===== src/rtl/rx_frame_buffer_ctrl.sv =====
// rtl/rx_frame_buffer_ctrl.sv - Rx byte-event sequencer into a single-frame buffer
module rx_frame_buffer_ctrl #(
  parameter int DATA_WIDTH = 8,
  parameter int MAX_BYTES  = 16,
  parameter int LEN_W      = $clog2(MAX_BYTES+1),
  parameter int ADDR_W     = $clog2(MAX_BYTES)
) (
  input  logic                  clk,
  input  logic                  rst,
  input  logic                  rx_soc,
  input  logic                  rx_eoc,
  input  logic                  rx_error,
  input  logic                  rx_data_valid,
  input  logic [DATA_WIDTH-1:0] rx_data,
  input  logic [2:0]            rx_data_bits,
  output logic                  frm_valid,
  input  logic                  frm_ready,
  output logic [LEN_W-1:0]      frm_len,
  output logic [2:0]            frm_last_bits,
  input  logic [ADDR_W-1:0]     rd_addr,
  output logic [DATA_WIDTH-1:0] rd_data,
  output logic                  frm_dropped,
  output logic                  busy
);

  typedef enum logic [1:0] {IDLE, RECV, DISCARD, HOLD} state_t;

  localparam logic [LEN_W-1:0] MAX_CNT = LEN_W'(MAX_BYTES);

  state_t                state, state_next;
  logic [LEN_W-1:0]      wp, wp_next, len_next;
  logic [2:0]            last_bits_next;
  logic                  lost, lost_next;
  logic                  drop_next;
  logic                  wr_en;
  logic [DATA_WIDTH-1:0] mem [MAX_BYTES];

  assign frm_valid = (state == HOLD);
  assign busy      = (state != IDLE);

  always_comb begin
    state_next     = state;
    wp_next        = wp;
    len_next       = frm_len;
    last_bits_next = frm_last_bits;
    lost_next      = lost;
    drop_next      = 1'b0;
    wr_en          = 1'b0;
    case (state)
      IDLE: begin
        if (rx_soc) begin
          state_next = RECV;
          wp_next    = '0;
        end
      end
      RECV: begin
        if (rx_soc) begin
          drop_next = 1'b1;
          wp_next   = '0;
        end else if (rx_eoc) begin
          if (rx_error) begin
            drop_next  = 1'b1;
            state_next = IDLE;
          end else if (rx_data_valid) begin
            // A trailing byte with zero valid bits counts as a full byte.
            if (wp != MAX_CNT) begin
              wr_en      = 1'b1;
              state_next = HOLD;
              if (rx_data_bits == 3'd0) begin
                len_next       = wp + LEN_W'(1);
                last_bits_next = 3'd0;
              end else begin
                len_next       = wp;
                last_bits_next = rx_data_bits;
              end
            end else begin
              drop_next  = 1'b1;
              state_next = IDLE;
            end
          end else if (wp != '0) begin
            len_next       = wp;
            last_bits_next = 3'd0;
            state_next     = HOLD;
          end else begin
            drop_next  = 1'b1;
            state_next = IDLE;
          end
        end else if (rx_error) begin
          state_next = DISCARD;
        end else if (rx_data_valid) begin
          if (wp == MAX_CNT) begin
            state_next = DISCARD;
          end else begin
            wr_en   = 1'b1;
            wp_next = wp + LEN_W'(1);
          end
        end
      end
      DISCARD: begin
        if (rx_soc) begin
          drop_next  = 1'b1;
          wp_next    = '0;
          state_next = RECV;
        end else if (rx_eoc) begin
          drop_next  = 1'b1;
          state_next = IDLE;
        end
      end
      HOLD: begin
        // A frame arriving while one is held is tracked by lost and dropped at its eoc.
        if (lost && rx_eoc) begin
          drop_next = 1'b1;
          lost_next = 1'b0;
        end else if (!lost && rx_soc && !frm_ready) begin
          lost_next = 1'b1;
        end
        if (frm_ready) begin
          lost_next = 1'b0;
          if (lost && !rx_eoc) begin
            state_next = DISCARD;
          end else if (!lost && rx_soc) begin
            wp_next    = '0;
            state_next = RECV;
          end else begin
            state_next = IDLE;
          end
        end
      end
      default: state_next = IDLE;
    endcase
  end

  always_ff @(posedge clk) begin
    if (rst) begin
      state         <= IDLE;
      wp            <= '0;
      frm_len       <= '0;
      frm_last_bits <= 3'd0;
      lost          <= 1'b0;
      frm_dropped   <= 1'b0;
      rd_data       <= '0;
    end else begin
      state         <= state_next;
      wp            <= wp_next;
      frm_len       <= len_next;
      frm_last_bits <= last_bits_next;
      lost          <= lost_next;
      frm_dropped   <= drop_next;
      rd_data       <= mem[rd_addr];
    end
  end

  always_ff @(posedge clk) begin
    if (wr_en && !rst) begin
      mem[wp[ADDR_W-1:0]] <= rx_data;
    end
  end

endmodule


===== config.mk =====
export PLATFORM = sky130hd
export DESIGN_NAME = rx_frame_buffer_ctrl
export DESIGN_NICKNAME = d
export VERILOG_FILES = /design/src/rtl/rx_frame_buffer_ctrl.sv
export SDC_FILE = /design/constraint.sdc
export NUM_CORES = 1
export LEC_CHECK = 0
export ABC_AREA = 1
export CORE_MARGIN = 4
export CORE_UTILIZATION = 45
export DETAILED_ROUTE_END_ITERATION = 8
export DONT_BUFFER_PORTS = 1
export SKIP_CTS_REPAIR_TIMING = 1
export SLEW_MARGIN = 40
export SYNTH_ARGS = -nofsm -noshare
export SYNTH_HDL_FRONTEND = slang
export SYNTH_SLANG_ARGS = --single-unit

===== constraint.sdc =====
create_clock -name clk -period 3.1 [get_ports clk]
set_input_delay 0.465 -clock clk [delete_from_list [all_inputs] [get_ports clk]]
set_output_delay 0.465 -clock clk [all_outputs]
set_load 0.05 [all_outputs]

Yosys cells after proc, flatten, opt, wreduce, memory -nomap -nowiden
Memories as Yosys holds them, arrays and structs flattened. A register that Yosys moved wholly into a read port is not among the register bits.
Cells that the tools add are included.
{ "classes": {"n_bitwise": 2, "muxes": 58, "n_reduce_logical": 20, "add_sub_neg": 1, "n_eq_ne": 19} }
{ "ops": {"columns": ["operator", "count"], "rows": [
  ["5-bit two-way mux", 13],
  ["2-bit two-way mux", 14],
  ["1-bit two-way mux", 24],
  ["3-bit != test (second input constant)", 5],
  ["5-bit case mux with 3 select lines", 1],
  ["3-bit two-way mux", 4],
  ["6-bit AND reduction", 2],
  ["2-bit by 1-bit != test with 1-bit output (second input constant)", 4],
  ["4-bit != test (second input constant)", 2],
  ["2-bit case mux with 4 select lines", 1],
  ["8-bit AND reduction", 1],
  ["2-bit != test (second input constant)", 3],
  ["5-bit by 1-bit adder with 5-bit output (second input constant)", 1],
  ["5-bit equality test (second input constant)", 1],
  ["1-bit logical AND", 5],
  ["5-bit != test (second input constant)", 1],
  ["5-bit nonzero test", 1],
  ["2-bit equality test (second input constant)", 2],
  ["1-bit logical NOT", 4],
  ["2-bit nonzero test", 2],
  ["3-bit logical NOT", 1],
  ["1-bit case mux with 3 select lines", 1],
  ["3-bit nonzero test", 1],
  ["2-bit by 1-bit equality test with 1-bit output (second input constant)", 1],
  ["4 further kinds", 5]
]} }
{ "word_totals": {"wordCells": 107, "output_inout_bits": 19, "input_bits": 22, "regBits": 17, "ram_bits": 128, "memories": 1} }
{ "memory_table": {"columns": ["memory", "depth", "width", "rd", "rd_clocked_by_memory_dff", "wr", "line", "rtl"], "rows": [
  ["mem", 16, 8, 1, 1, 1, "36", "logic [DATA_WIDTH-1:0] mem [MAX_BYTES];"]
]} }

Logic depth before layout (Yosys ltp)
Gate-level depths: netlist of the first run.
{ "logic_depth": {"ltp_word": 10, "ltp_mapped": 10, "depth_no_buf": 10} }

Least setup slack after synthesis of the first run
OpenSTA, ideal clock, no wires.
{ "synth_timing": {"path_type": "reg2reg", "from": "reg wp[0]", "to": "mem mem[10][0] (enable)", "t_arrival_ns": 1.846, "path_buffers": 1, "stages_incl_launch_ff": 9, "slack_ns": 0.870, "cell_sequence": "dfxtp_1 > inv_1 > ha_1 > inv_1 > nor2_2 > nand2_1 > nand3_4 > buf_6 > nor3_1"} }
{ "synth_via": {"elab_chain_cells": 10} }
{ "synth_rtl": {"columns": ["item", "line", "rtl"], "rows": [
  ["start: declaration", "31", "logic [LEN_W-1:0] wp, wp_next, len_next;"],
  ["start signal: assignment", "144", "wp <= wp_next;"],
  ["5-bit equality test / 5-bit != test (equally long branches)", "91, 66", null],
  ["1-bit two-way mux (on tied branches)", "91, 66", null],
  ["1-bit two-way mux (on tied branches)", "90, 64", null],
  ["1-bit two-way mux (on tied branches)", "88, 61", null],
  ["1-bit two-way mux", "60", "end else if (rx_eoc) begin"],
  ["1-bit two-way mux", "57", "if (rx_soc) begin"],
  ["1-bit two-way mux", "49", "case (state)"],
  ["1-bit logical AND", "154", "if (wr_en && !rst) begin"],
  ["1-bit two-way mux", "154", null],
  ["1-bit two-way mux (implied by the code)", "155", "mem[wp[ADDR_W-1:0]] <= rx_data;"],
  ["end: declaration", "36", null]
]} }
Several ways; a longest one is shown, not always the timed one.

Final worst setup path of the first run
{ "layout_timing": {"from": "reg wp[0]", "to": "mem mem[15][7] (enable)"} }
The elaborated chain is that of the path after synthesis.

==> impl_metrics.py, run 1 <==
metrics = {
    "synth": {
        "syn_avg_cell_area_um2": 10.0,
        "yosys.area.top_type": "edfxtp_1",
        "synthCells": 669,
        "synth-seq-cells": 153,
        "yosysWarningCount": 0,
        "synthArstFlopShare": 0,
        "synth_edf_count": 128,
        "yosysUniqueCellTypes": 32,
        "ys_seq_area_frac": 0.649,
        "yosysTopAreaCellShare": 0.575,
        "synth.most_common_cell": "nand2_1",
        "synthTopCellsByCount": "165 x nand2_1, 128 x edfxtp_1, 92 x nor2_1, 68 x nand3_1, 55 x inv_1",
        "netlist_area_um2": 6690,
        "syn_nets": 700,
        "yosys-top-cells-area": "edfxtp_1 57%, nand2_1 9.3%, dfxtp_1 7.5%, nor2_1 5.2%, nand3_1 5.1%",
        "synth_ff_type": "edfxtp_1",
    },
    "finish": {
        "fillCellCount": 1322,
        "syn_to_final_growth_pct": 10.1,
        "antenna_cells": 0,
        "layout.nets": 703,
        "drive_gt1_frac": 0.0701,
    },
    "timing": {
        "finalCriticalPeriod_ns": 2.31,
        "rsz0062_at_grt": "no",
        "post-route-period-util": 0.744,
        "max_freq_mhz": 434,
        "drv_slew": 0,
        "hold_viol_final": 0,
        "max-slew-margin-rel": 0.467,
        "tightest_slew_ns": 0.798,
        "fin_skew_ns": 0.00784,
        "setup-tns-final_ns": 0,
        "setup-violations-final": 0,
        "setup_ws_ns": 0.794,
    },
    "power": {
        "power_density_nw_per_um2": 673,
        "peakVddDrop_mv": 0.411,
        "power_uw": 4960,
        "leakagePower_uw": 0.00287,
    },
    "setup_path": {
        "timing.critical_path.max_delay_family": "simple AND/OR/NAND/NOR gates",
        "cp_slowest_cell": "nor2_1",
        "slowest_delay_ns": 0.54,
        "path_class": "flip-flop to flip-flop",
        "critPathBufInv": 2,
        "worstPathCellList": "inv_1 > ha_1 > inv_1 > nor2_2 > nand2_1 > nand3_4 > nor2_1",
        "path_max_fanout": 16,
        "start_kind": "flip-flop",
        "crit_path_frequent_cell": "inv_1",
        "required_ns": 3.16,
        "cp.arrival_ns": 2.36,
        "cp-end-kind": "flip-flop",
    },
    "grt": {
        "grt_pass1_wl_um": 24700,
        "grt_remaining_overflow": 0,
        "grt_max_degree": 66,
        "grt_use_total": 0.197,
        "antenna_found_initial": 0,
        "grt_pass1_vias": 4554,
    },
    "clock_network": {
        "clock_latency_ns": 0.42,
        "cts_sinks": 153,
        "htree_levels": 4,
        "cts_tree": "yes",
        "clock_path_buffers": 2,
        "path_clk_slew_ns": 0.06,
        "cts_buffers": 17,
        "clockRootBuffer": "clkbuf_16",
    },
    "floorplan": {
        "num_rows": 44,
        "die_y_um": 130,
        "ios": 41,
        "die_x_um": 130,
        "core-area_um2": 14500,
        "die-area_um2": 16900,
        "start_util": 0.460,
    },
    "place": {
        "port_buffers": 0,
        "hpwl_um": 10000,
        "gp_congestion": 0.840,
        "pre_cts_slack_ns": 0.794,
    },
    "drt": {
        "wl_per_cell_um": 17.9,
        "drt-pass1-iter-count": 5,
        "vias": 4611,
        "drc": 0,
        "via_per_inst": 5.31,
        "drt_iter0_markers": 496,
        "final_antenna_net_count": 0,
        "finalWirelength_um": 15600,
    },
    "outcome": {
        "status": "finished clean",
    },
    "worst_hold_path": {
        "hold_path_class": "primary input to flip-flop",
    },
    "job": {
        "cap_viol_max_count": 0,
    },
}
-- worst register-to-register path: cells and delay by family (launching register included) --
family	cells	cell delay (ns)
and+or+nand+nor	4	0.95
DFF	1	0.43
buffers and inverters	2	0.34
adders and majority gates	1	0.23
-- per-layer routing --
metal,track usage,routed length [µm]
met2,0.321,7540
met1,0.254,6770
met4,0.0685,253
met5,0,0
met3,0.0569,1010
-- final timing paths --
path | from | to | slack [ns] | cells after the start
worst max-delay path | wp[0] | mem[15][7] | 0.79 | 7
worst max register to register | wp[0] | mem[15][7] | 0.79 | 7
worst min register to register | lost | lost | 0.54 | 2
worst min-delay path | rst | frm_last_bits[1] | 0.11 | 1
-- state kept, by name, indices dropped and copies added, names as in the netlist --
signal and count:
frm_dropped 1, frm_last_bits 3, rd_data 8, state 2
wp 5, lost 1, frm_len 5, mem 128
-- power by group --
group,total (µW),switching (µW),leakage [µW],internal (µW)
Clock,1810,739,0.000247,1070
Combinational,733,505,0.00127,228
Sequential,2420,129,0.00136,2290
-- cell families after synthesis --
family | share of synthesized area
compound gates | 0.0522
xor+xnor | 0.00262
fa+ha+maj | 0.0168
buf+inv | 0.0578
flops | 0.649
simple gates | 0.221
-- cell usage in the layout (no fill, tap or decap), drive strengths merged, types with 2 or more instances in the layout --
master | netlist | routed
clkbuf | 11 | 29
nor3 | 17 | 17
edfxtp | 128 | 128
nand3 | 70 | 70
nand2 | 167 | 167
inv | 58 | 58
buf | 19 | 14
clkinv | 0 | 3
dfxtp | 25 | 25
nor2 | 93 | 93
ha | 9 | 9
xor2 | 2 | 2
o21ai | 44 | 44
nand4 | 2 | 2
a21oi | 21 | 21
-- area by class of cell --
class,count,area (µm²),area share
Clock inverter,3,15.0,0.00204
Multi-Input combinational cell,428,1960,0.266
Timing Repair Buffer,14,105,0.0143
Clock buffer,29,492,0.0668
Tap cell,184,230,0.0313
Sequential cell,153,4340,0.590
Inverter,58,220,0.0299
-- metrics by stage --
step,instance area (µm²),instances,utilization,hold WS [ns]
CTS,7370,869,0.507,0.0922
global placement,6860,837,0.472,0.526
global route,7370,869,0.507,0.0907
finish,7370,869,0.507,0.108
detailed placement,6860,837,0.472,0.540
floorplan,6690,669,-,0.507
Note: power is estimated with default switching activity, not from simulation.
==> run 2: changes to the inputs <==
==> constraint.sdc (replaced) <==
create_clock -name clk -period 2.3 [get_ports clk]
set_input_delay 0.345 -clock clk [delete_from_list [all_inputs] [get_ports clk]]
set_output_delay 0.345 -clock clk [all_outputs]
set_load 0.05 [all_outputs]
==> run 2 against run 1 <==
  * First-iteration DRC count up 7.3%
  * Die area unchanged
  * Power up 44%
  * Maximum frequency up 15%
  * Sequential cell count unchanged
  * Wire length up 14%
  * Via count up 5.1%
==> impl_metrics.py, run 2 (same netlist as run 1, synthesis figures left out) <==
metrics = {
    "floorplan": {
        "die_y_um": 130,
        "die_x_um": 130,
        "core-area_um2": 14500,
        "die-area_um2": 16900,
        "start_util": 0.460,
        "ios": 41,
        "num_rows": 44,
    },
    "place": {
        "pre_cts_slack_ns": 0.303,
        "post-place-cells": 844,
        "gp_congestion": 0.878,
        "hpwl_um": 10500,
        "port_buffers": 0,
    },
    "finish": {
        "syn_to_final_growth_pct": 15.7,
        "layout.cells.most_common_list": "165 x nand2_1, 128 x edfxtp_1, 92 x nor2_1",
        "layout.nets": 733,
        "layout.cells.non_filler": 899,
        "antenna_cells": 0,
        "final_common_cell": "nand2_1",
        "final_util": 0.532,
        "drive_gt1_frac": 0.0895,
        "largest_register_ffs": 128,
    },
    "setup_path": {
        "timing.rr.end": "mem[9][2]",
        "required_ns": 2.43,
        "timing.critical_path.max_delay_family": "simple AND/OR/NAND/NOR gates",
        "start_kind": "flip-flop",
        "slowest_delay_ns": 0.42,
        "cp-end-kind": "flip-flop",
        "cp-endpoint": "mem[9][2]",
        "reg2reg_from": "wp[0]",
        "cp.depth": 8,
        "r2r_cells": 8,
        "path_class": "flip-flop to flip-flop",
        "path_max_fanout": 16,
        "worstPathCellList": "inv_1 > ha_1 > inv_1 > nor2_2 > nand2_1 > nand3_4 > nor3_1 > buf_4",
        "reg2reg_slack_ns": 0.29,
        "cp-startpoint": "wp[0]",
        "cp_slowest_cell": "dfxtp_1",
        "crit_path_frequent_cell": "inv_1",
        "critPathBufInv": 3,
        "cp.arrival_ns": 2.14,
    },
    "drt": {
        "drt_iter0_markers": 532,
        "via_per_inst": 5.39,
        "drc": 0,
        "wl_per_cell_um": 19.8,
        "final_antenna_net_count": 0,
        "finalWirelength_um": 17800,
        "vias": 4846,
        "drt-pass1-iter-count": 6,
    },
    "job": {
        "cap_viol_max_count": 0,
    },
    "clock_network": {
        "cts_tree": "yes",
        "path_clk_slew_ns": 0.06,
        "clockRootBuffer": "clkbuf_16",
        "cts_sinks": 153,
        "htree_levels": 4,
        "cts_buffers": 17,
        "clock_latency_ns": 0.43,
        "clock_path_buffers": 2,
    },
    "grt": {
        "grt_max_degree": 66,
        "grt_pass1_vias": 4369,
        "grt_pass1_wl_um": 24300,
        "antenna_found_initial": 0,
        "grt_remaining_overflow": 0,
        "grt_use_total": 0.199,
    },
    "timing": {
        "rsz0062_at_grt": "no",
        "fin_skew_ns": 0.00885,
        "max_freq_mhz": 498,
        "drv_slew": 0,
        "setup_ws_ns": 0.294,
        "tightest_slew_ns": 0.740,
        "fin_hold_ws_ns": 0.0130,
        "setup-violations-final": 0,
        "setup-tns-final_ns": 0,
        "max-slew-margin-rel": 0.505,
        "post-route-period-util": 0.872,
        "hold_viol_final": 0,
        "finalCriticalPeriod_ns": 2.01,
    },
    "power": {
        "seq_power_share": 0.454,
        "leakagePower_uw": 0.00304,
        "clockPowerShare": 0.384,
        "p_switching_uw": 2020,
        "comb_power_share": 0.162,
        "internal-power_uw": 5140,
        "swShare": 0.281,
        "peakVddDrop_mv": 0.628,
        "power_density_nw_per_um2": 925,
    },
    "worst_hold_path": {
        "hold_path_class": "primary input to flip-flop",
    },
    "outcome": {
        "status": "finished clean",
    },
}
## run 2: final cells by class
type                    instances  area, µm²
multi-input cells             428       1960
flip-flops and latches        153       4340
fillers                      1280       6800
well taps                     184        230
clock inverters                13        154
inverters                      58        218
repair buffers                 44        400
clock buffers                  19        433
## run 2: worst min path at each step
stage	cells past startpoint	slack [ns]	from	to
final	1	0.01	rst	lost
after floorplan	1	0.41	rst	rd_data[1]
after global routing	0	0.00007	rx_data[6]	mem[2][6]
after global placement	1	0.42	rst	frm_last_bits[0]
after detailed placement	1	0.43	rst	frm_last_bits[2]
after CTS	1	-0.03	rst	frm_last_bits[0]
## run 2: per-stage QoR
stage               cell area [µm²]  power (µW)
floorplan                      6690        4130
global placement               6920        4360
detailed placement             6920        4370
CTS                            7510        7110
global route                   7740        7490
finish                         7740        7160
## run 2: power by group through the flow
stage	registers [µW]	logic, µW	clock network (µW)
global placement	3300	1060	0
global route	3260	1290	2930
CTS	3250	1070	2790
detailed placement	3310	1060	0
floorplan	3290	839	0
finish	3250	1160	2750
## run 2: per-layer routing
| metal | track usage | share of wire | vias to the layer above |
|---|---|---|---|
| met3 | 0.0544 | 0.081 | 31 |
| met1 | 0.264 | 0.43 | 2302 |
| met4 | 0.0727 | 0.023 | 0 |
| met5 | 0 | 0 | - |
| met2 | 0.317 | 0.47 | 218 |
| li1 | - | - | 2295 |
